## src/rtl/mioc_bist_pkg.sv

```systemverilog
// -----------------------------------------------------------------------------
// mioc_bist_pkg
// Shared definitions for the MIOC 2-input test-gate BIST sequencer:
//   - state_t   : sequencer state encoding (IDLE/SETTLE/SAMPLE/DONE)
//   - GATE_*    : gate_sel values selecting the expected truth table
//   - exp_z()   : expected gate output for a given selector and input pair
// -----------------------------------------------------------------------------
package mioc_bist_pkg;

    typedef enum logic [1:0] {
        ST_IDLE   = 2'd0,
        ST_SETTLE = 2'd1,
        ST_SAMPLE = 2'd2,
        ST_DONE   = 2'd3
    } state_t;

    localparam logic GATE_NAND2 = 1'b0;
    localparam logic GATE_NOR2  = 1'b1;

    // a = pattern bit 1 (dut_in1), b = pattern bit 0 (dut_in2)
    function automatic logic exp_z(input logic sel, input logic a, input logic b);
        return (sel == GATE_NOR2) ? ~(a | b) : ~(a & b);
    endfunction

endpackage

```

## src/rtl/mioc_bist_sync.sv

```systemverilog
// -----------------------------------------------------------------------------
// mioc_bist_sync
// Two-flop synchronizer for the test-gate output, both flops reset to 0.
// Ports:
//   clk  in  clock
//   rst  in  asynchronous reset, active-high
//   d    in  asynchronous input
//   q    out synchronized output (2-cycle delay)
// -----------------------------------------------------------------------------
module mioc_bist_sync (
    input  logic clk,
    input  logic rst,
    input  logic d,
    output logic q
);

    logic meta;

    always_ff @(posedge clk or posedge rst) begin
        if (rst) begin
            meta <= 1'b0;
            q    <= 1'b0;
        end else begin
            meta <= d;
            q    <= meta;
        end
    end

endmodule

```

## src/rtl/mioc_gate_bist_ctrl.sv

```systemverilog
// -----------------------------------------------------------------------------
// mioc_gate_bist_ctrl
// BIST sequencer for one MIOC NAND2/NOR2 test gate. Walks patterns 00..11 for
// LOOPS passes, holds each pattern for a settle window, samples the gate
// output in a single SAMPLE cycle and accumulates per-pattern fail bits and a
// saturating mismatch count.
// Ports:
//   clk, rst            clock, asynchronous active-high reset
//   start, abort        run request (IDLE only), synchronous abort
//   gate_sel            0 = NAND2 expected, 1 = NOR2 expected (latched at start)
//   dut_in1, dut_in2    gate inputs (pattern bit 1, bit 0)
//   dut_z               gate output
//   busy, done, pass    status; done is a one-cycle pulse
//   fail_vec, err_count results of the last run, held until the next start
// Build option: MIOC_BIST_SYNC_EN inserts a 2-flop synchronizer on dut_z and
// stretches the settle window by 2 cycles to cover its latency.
// -----------------------------------------------------------------------------
module mioc_gate_bist_ctrl
    import mioc_bist_pkg::*;
#(
    parameter int SETTLE_CYCLES = 8,
    parameter int LOOPS         = 4,
    parameter int ERR_W         = 8
) (
    input  logic             clk,
    input  logic             rst,
    input  logic             start,
    input  logic             abort,
    input  logic             gate_sel,
    output logic             dut_in1,
    output logic             dut_in2,
    input  logic             dut_z,
    output logic             busy,
    output logic             done,
    output logic             pass,
    output logic [3:0]       fail_vec,
    output logic [ERR_W-1:0] err_count
);

`ifdef MIOC_BIST_SYNC_EN
    localparam int SETTLE_LEN = SETTLE_CYCLES + 2;
`else
    localparam int SETTLE_LEN = SETTLE_CYCLES;
`endif
    localparam int CNT_W  = (SETTLE_LEN > 1) ? $clog2(SETTLE_LEN) : 1;
    localparam int LOOP_W = (LOOPS > 1) ? $clog2(LOOPS) : 1;
    localparam logic [CNT_W-1:0]  CNT_LAST  = CNT_W'(SETTLE_LEN - 1);
    localparam logic [LOOP_W-1:0] LOOP_LAST = LOOP_W'(LOOPS - 1);

    state_t            state;
    logic [CNT_W-1:0]  cnt;
    logic [1:0]        pat;
    logic [1:0]        pat_nxt;
    logic [LOOP_W-1:0] loop_idx;
    logic              sel_q;
    logic              z_cmp;
    logic              mismatch;

`ifdef MIOC_BIST_SYNC_EN
    mioc_bist_sync u_sync (
        .clk (clk),
        .rst (rst),
        .d   (dut_z),
        .q   (z_cmp)
    );
`else
    assign z_cmp = dut_z;
`endif

    assign pat_nxt  = pat + 2'd1;
    assign mismatch = (z_cmp != exp_z(sel_q, pat[1], pat[0]));

    always_ff @(posedge clk or posedge rst) begin
        if (rst) begin
            state     <= ST_IDLE;
            cnt       <= '0;
            pat       <= '0;
            loop_idx  <= '0;
            sel_q     <= GATE_NAND2;
            dut_in1   <= 1'b0;
            dut_in2   <= 1'b0;
            busy      <= 1'b0;
            done      <= 1'b0;
            pass      <= 1'b0;
            fail_vec  <= '0;
            err_count <= '0;
        end else begin
            done <= 1'b0;
            case (state)
                ST_IDLE: begin
                    if (start && !abort) begin
                        sel_q     <= gate_sel;
                        fail_vec  <= '0;
                        err_count <= '0;
                        pass      <= 1'b0;
                        pat       <= '0;
                        loop_idx  <= '0;
                        cnt       <= '0;
                        busy      <= 1'b1;
                        state     <= ST_SETTLE;
                    end
                end
                ST_SETTLE: begin
                    if (abort) begin
                        dut_in1 <= 1'b0;
                        dut_in2 <= 1'b0;
                        busy    <= 1'b0;
                        state   <= ST_IDLE;
                    end else if (cnt == CNT_LAST) begin
                        cnt   <= '0;
                        state <= ST_SAMPLE;
                    end else begin
                        cnt <= cnt + CNT_W'(1);
                    end
                end
                ST_SAMPLE: begin
                    if (abort) begin
                        dut_in1 <= 1'b0;
                        dut_in2 <= 1'b0;
                        busy    <= 1'b0;
                        state   <= ST_IDLE;
                    end else begin
                        if (mismatch) begin
                            fail_vec[pat] <= 1'b1;
                            if (err_count != '1)
                                err_count <= err_count + ERR_W'(1);
                        end
                        // Gate inputs only move here, so they stay stable
                        // through every settle window.
                        if (pat != 2'd3) begin
                            pat     <= pat_nxt;
                            dut_in1 <= pat_nxt[1];
                            dut_in2 <= pat_nxt[0];
                            state   <= ST_SETTLE;
                        end else if (loop_idx != LOOP_LAST) begin
                            loop_idx <= loop_idx + LOOP_W'(1);
                            pat      <= '0;
                            dut_in1  <= 1'b0;
                            dut_in2  <= 1'b0;
                            state    <= ST_SETTLE;
                        end else begin
                            // err_count is still pre-update here, so fold in
                            // this cycle's compare.
                            pass    <= (err_count == '0) && !mismatch;
                            done    <= 1'b1;
                            busy    <= 1'b0;
                            dut_in1 <= 1'b0;
                            dut_in2 <= 1'b0;
                            state   <= ST_DONE;
                        end
                    end
                end
                ST_DONE: begin
                    state <= ST_IDLE;
                end
                default: begin
                    state <= ST_IDLE;
                end
            endcase
        end
    end

endmodule

```

## config.mk

```make
export PLATFORM = sky130hd
export DESIGN_NAME = mioc_gate_bist_ctrl
export DESIGN_NICKNAME = d
export VERILOG_FILES = /design/src/rtl/mioc_bist_pkg.sv /design/src/rtl/mioc_bist_sync.sv /design/src/rtl/mioc_gate_bist_ctrl.sv
export SDC_FILE = /design/constraint.sdc
export NUM_CORES = 1
export LEC_CHECK = 0
export ABC_AREA = 0
export BUFFER_PORTS_ARGS = -buffer_cell sky130_fd_sc_hd__buf_2
export CAP_MARGIN = 20
export CORE_MARGIN = 2
export CORE_UTILIZATION = 50
export DETAILED_ROUTE_END_ITERATION = 7
export PLACE_DENSITY = 0.75
export REMOVE_ABC_BUFFERS = 1
export SLEW_MARGIN = 10
export SYNTH_ARGS = -nofsm -noshare
export SYNTH_HDL_FRONTEND = slang
export SYNTH_SLANG_ARGS = --single-unit
```

## constraint.sdc

```tcl
create_clock -name clk -period 2.04 [get_ports clk]
set_input_delay 0.204 -clock clk [delete_from_list [all_inputs] [get_ports clk]]
set_output_delay 0.204 -clock clk [all_outputs]
set_load 0.01 [all_outputs]
```

==> results.yml <==
status:
  outcome: "complete, no violations"
yosys:
  synth.top_cells.by_area: "dfrtp_1 (43%), ha_1 (11%), a21oi_1 (3.9%)"
  syn_avg_cell_area_um2: 9.73
  ys_warn_count: 0
  synth-edff-count: 0
  synthArstFlopShare: 1.00
  yosysTopAreaCell: "dfrtp_1"
  ys_ff_latch: 27
  synthesis.area_um2: 1560
  seq_area_frac_synth: 0.434
  synth_top_area_share: 0.434
  syn_inst: 160
  synth_cell_type_count: 36
  ys.flop_type: "dfrtp_1"
floorplanning:
  ios: 23
  die_y_um: 59.8
  dieArea_um2: 3580
  initial_core_util: 0.518
  fp.coreArea_um2: 3000
  die_w_um: 59.8
  rows: 20
power:
  p_int_uw: 824
  power_uw: 1220
  swShare: 0.324
  seqPwrFrac: 0.514
  p_comb_frac: 0.299
  p_per_area_nw_per_um2: 666
  p_leak_uw: 0.000917
  p_clk_frac: 0.188
  vdd_ir_drop_max_uv: 319
  p_switching_uw: 395
final_layout:
  layout_common_cells: "dfrtp_1 (26), buf_2 (22), nand2_1 (15)"
  num_antenna_cells: 0
  area_growth_pct: 17.7
  fin_nets: 215
  drive_gt1_frac: 0.247
  layout_commonest_cell: "dfrtp_1"
  utilization: 0.610
  fillers: 267
routing:
  vias_per_cell: 5.99
  drc: 0
  drtPass1Iterations: 4
  vias: 1359
  wl_per_cell_um: 15.8
  wirelength_mm: 3.58
  ant_nets: 0
  drtIter0Drc: 107
critical_path:
  crit_fanout: 6
  cp_slowest_cell: "dfrtp_2"
  path_cells: "ha_4 > or2_4 > and4b_2 > nor3_4 > and2b_2 > mux2i_1"
  worstRegToRegCells: 6
  endpoint_kind: "register"
  crit_family: "simple AND/OR/NAND/NOR gates"
  critPathBufInv: 0
  r2r-start: "pat[0]$_DFFE_PP0P_"
  critical_path_class: "reg -> reg"
  timing.rr.end: "err_count[1]$_DFFE_PP0P_"
  worstPathArrival_ns: 2.20
  regToRegSetupSlack_ns: 0.09
  required_ns: 2.29
  cp-start-kind: "register"
  slowest_delay_ns: 0.48
clock_tree:
  cts_buffers: 3
  clock-root-buffer: "clkbuf_4"
  cts_tree: "done"
  cts.htree.levels: 1
  insertion_delay_ns: 0.31
  cts_sinks: 27
  max-clock-path-buffers: 2
  clk_pin_slew_ns: 0.14
sta:
  fin_crit_sh: 0.954
  finalSetupViolCount: 0
  fin_worst_skew_ns: 0.00284
  hold_violations: 0
  slew_viol_final: 0
  layout_min_cycle_time_ns: 1.95
  worstMarginPinSlew_ns: 0.346
  fmax_mhz: 514
  max_slew_margin: 0.767
  rsz0062_at_grt: "false"
grt:
  grt_pass1_vias: 1334
  antenna_found_initial: 0
  grt_max_degree: 28
  grt_usage: 0.212
  grt_pass1_wl_mm: 5.84
  grt-ovfl-total: 0
place:
  place_hpwl_mm: 2.66
  port_buffers: 22
  gp_congestion: 0.896
hold_path:
  holdPathStages: 2
  hold_class: "in -> reg"
  worstHoldStart: "gate_sel"
  whs_endpoint: "sel_q$_DFFE_PP0P_"
run:
  drv_cap: 0
registers in the layout, indices dropped and copies added (netlist names):
signal	cells
sel_q	1
busy	1
loop_idx	2
dut_in2	1
fail_vec	4
dut_in1	1
state	2
pass	1
pat	2
err_count	8
done	1
cnt	3
Yosys cell counts (2+ instances only):
library cell	n
a211o_1	2
a21oi_1	12
a22o_1	4
a31oi_1	3
a32o_1	2
and3_1	4
dfrtp_1	27
ha_1	14
inv_1	12
mux2i_1	5
nand2_1	15
nand2b_1	5
nand3_1	4
nand4_1	3
nor2_1	13
nor3_1	3
nor3b_1	2
o21ai_0	8
o22ai_1	3
o41ai_1	2
or2_2	2
area by class of cell:
class / count / area (um^2) / share of cell area
multi-input cells: 119 / 855 / 0.467
well taps: 33 / 41.3 / 0.0225
repair buffers: 32 / 188 / 0.102
flip-flops and latches: 27 / 677 / 0.370
inverters: 12 / 45.0 / 0.0246
clock buffers: 4 / 26.3 / 0.0143
per-layer routing:
layer	global-route usage	vias up	routed length, um
met1	0.262	653	1440
met2	0.379	53	1910
met5	0	-	0
li1	-	647	-
met4	0.0603	0	46
met3	0.0346	6	186
worst max-delay path by stage:
stage	from	end	slack [ns]	cells after the start
6_report	pat[0]$_DFFE_PP0P_	err_count[1]$_DFFE_PP0P_	0.09	6
2_1_floorplan	state[0]$_DFFE_PP0P_	err_count[2]$_DFFE_PP0P_	-0.08	7
4_1_cts	state[1]$_DFFE_PP0P_	err_count[2]$_DFFE_PP0P_	0.007	7
3_3_place_gp	pat[0]$_DFFE_PP0P_	err_count[2]$_DFFE_PP0P_	0.16	6
5_1_grt	pat[0]$_DFFE_PP0P_	err_count[2]$_DFFE_PP0P_	0.0009	7
3_5_place_dp	state[1]$_DFFE_PP0P_	err_count[2]$_DFFE_PP0P_	0.04	7
per-stage QoR:
step / setup WS, ns / hold WS, ns / instance area [um^2] / setup TNS [ns] / std cells
after floorplan: -0.0837 / 0.257 / 1540 / -0.237 / 158
after global placement: 0.157 / 0.273 / 1750 / 0 / 220
after detailed placement: 0.0396 / 0.284 / 1750 / 0 / 220
after CTS: 0.00660 / 0.109 / 1780 / 0 / 225
after global routing: 0.000850 / 0.0783 / 1830 / 0 / 227
final: 0.0935 / 0.116 / 1830 / 0 / 227
repair_timing:
item / CTS / global route
buffers inserted: 0 / 2
hold buffers: 1 / 0
endpoints found under the setup margin: 0 / 14
hold endpoints to repair: 27 / 0
gates resized for setup: 0 / 10
power by group through the flow:
stage | logic, uW | clock network, uW | registers, uW
floorplan | 232 | 0 | 641
global placement | 321 | 0 | 637
detailed placement | 331 | 0 | 640
CTS | 335 | 239 | 629
global route | 405 | 270 | 634
finish | 364 | 229 | 626
logic make-up after synthesis:
logic type	after synthesis	share of synthesized area
xor+xnor	1	0.00563
buf+inv	14	0.0386
mux	6	0.0394
flops	27	0.434
simple gates	58	0.200
compound gates	40	0.170
fa+ha+maj	14	0.113
Note: power is estimated with default switching activity, not from simulation.
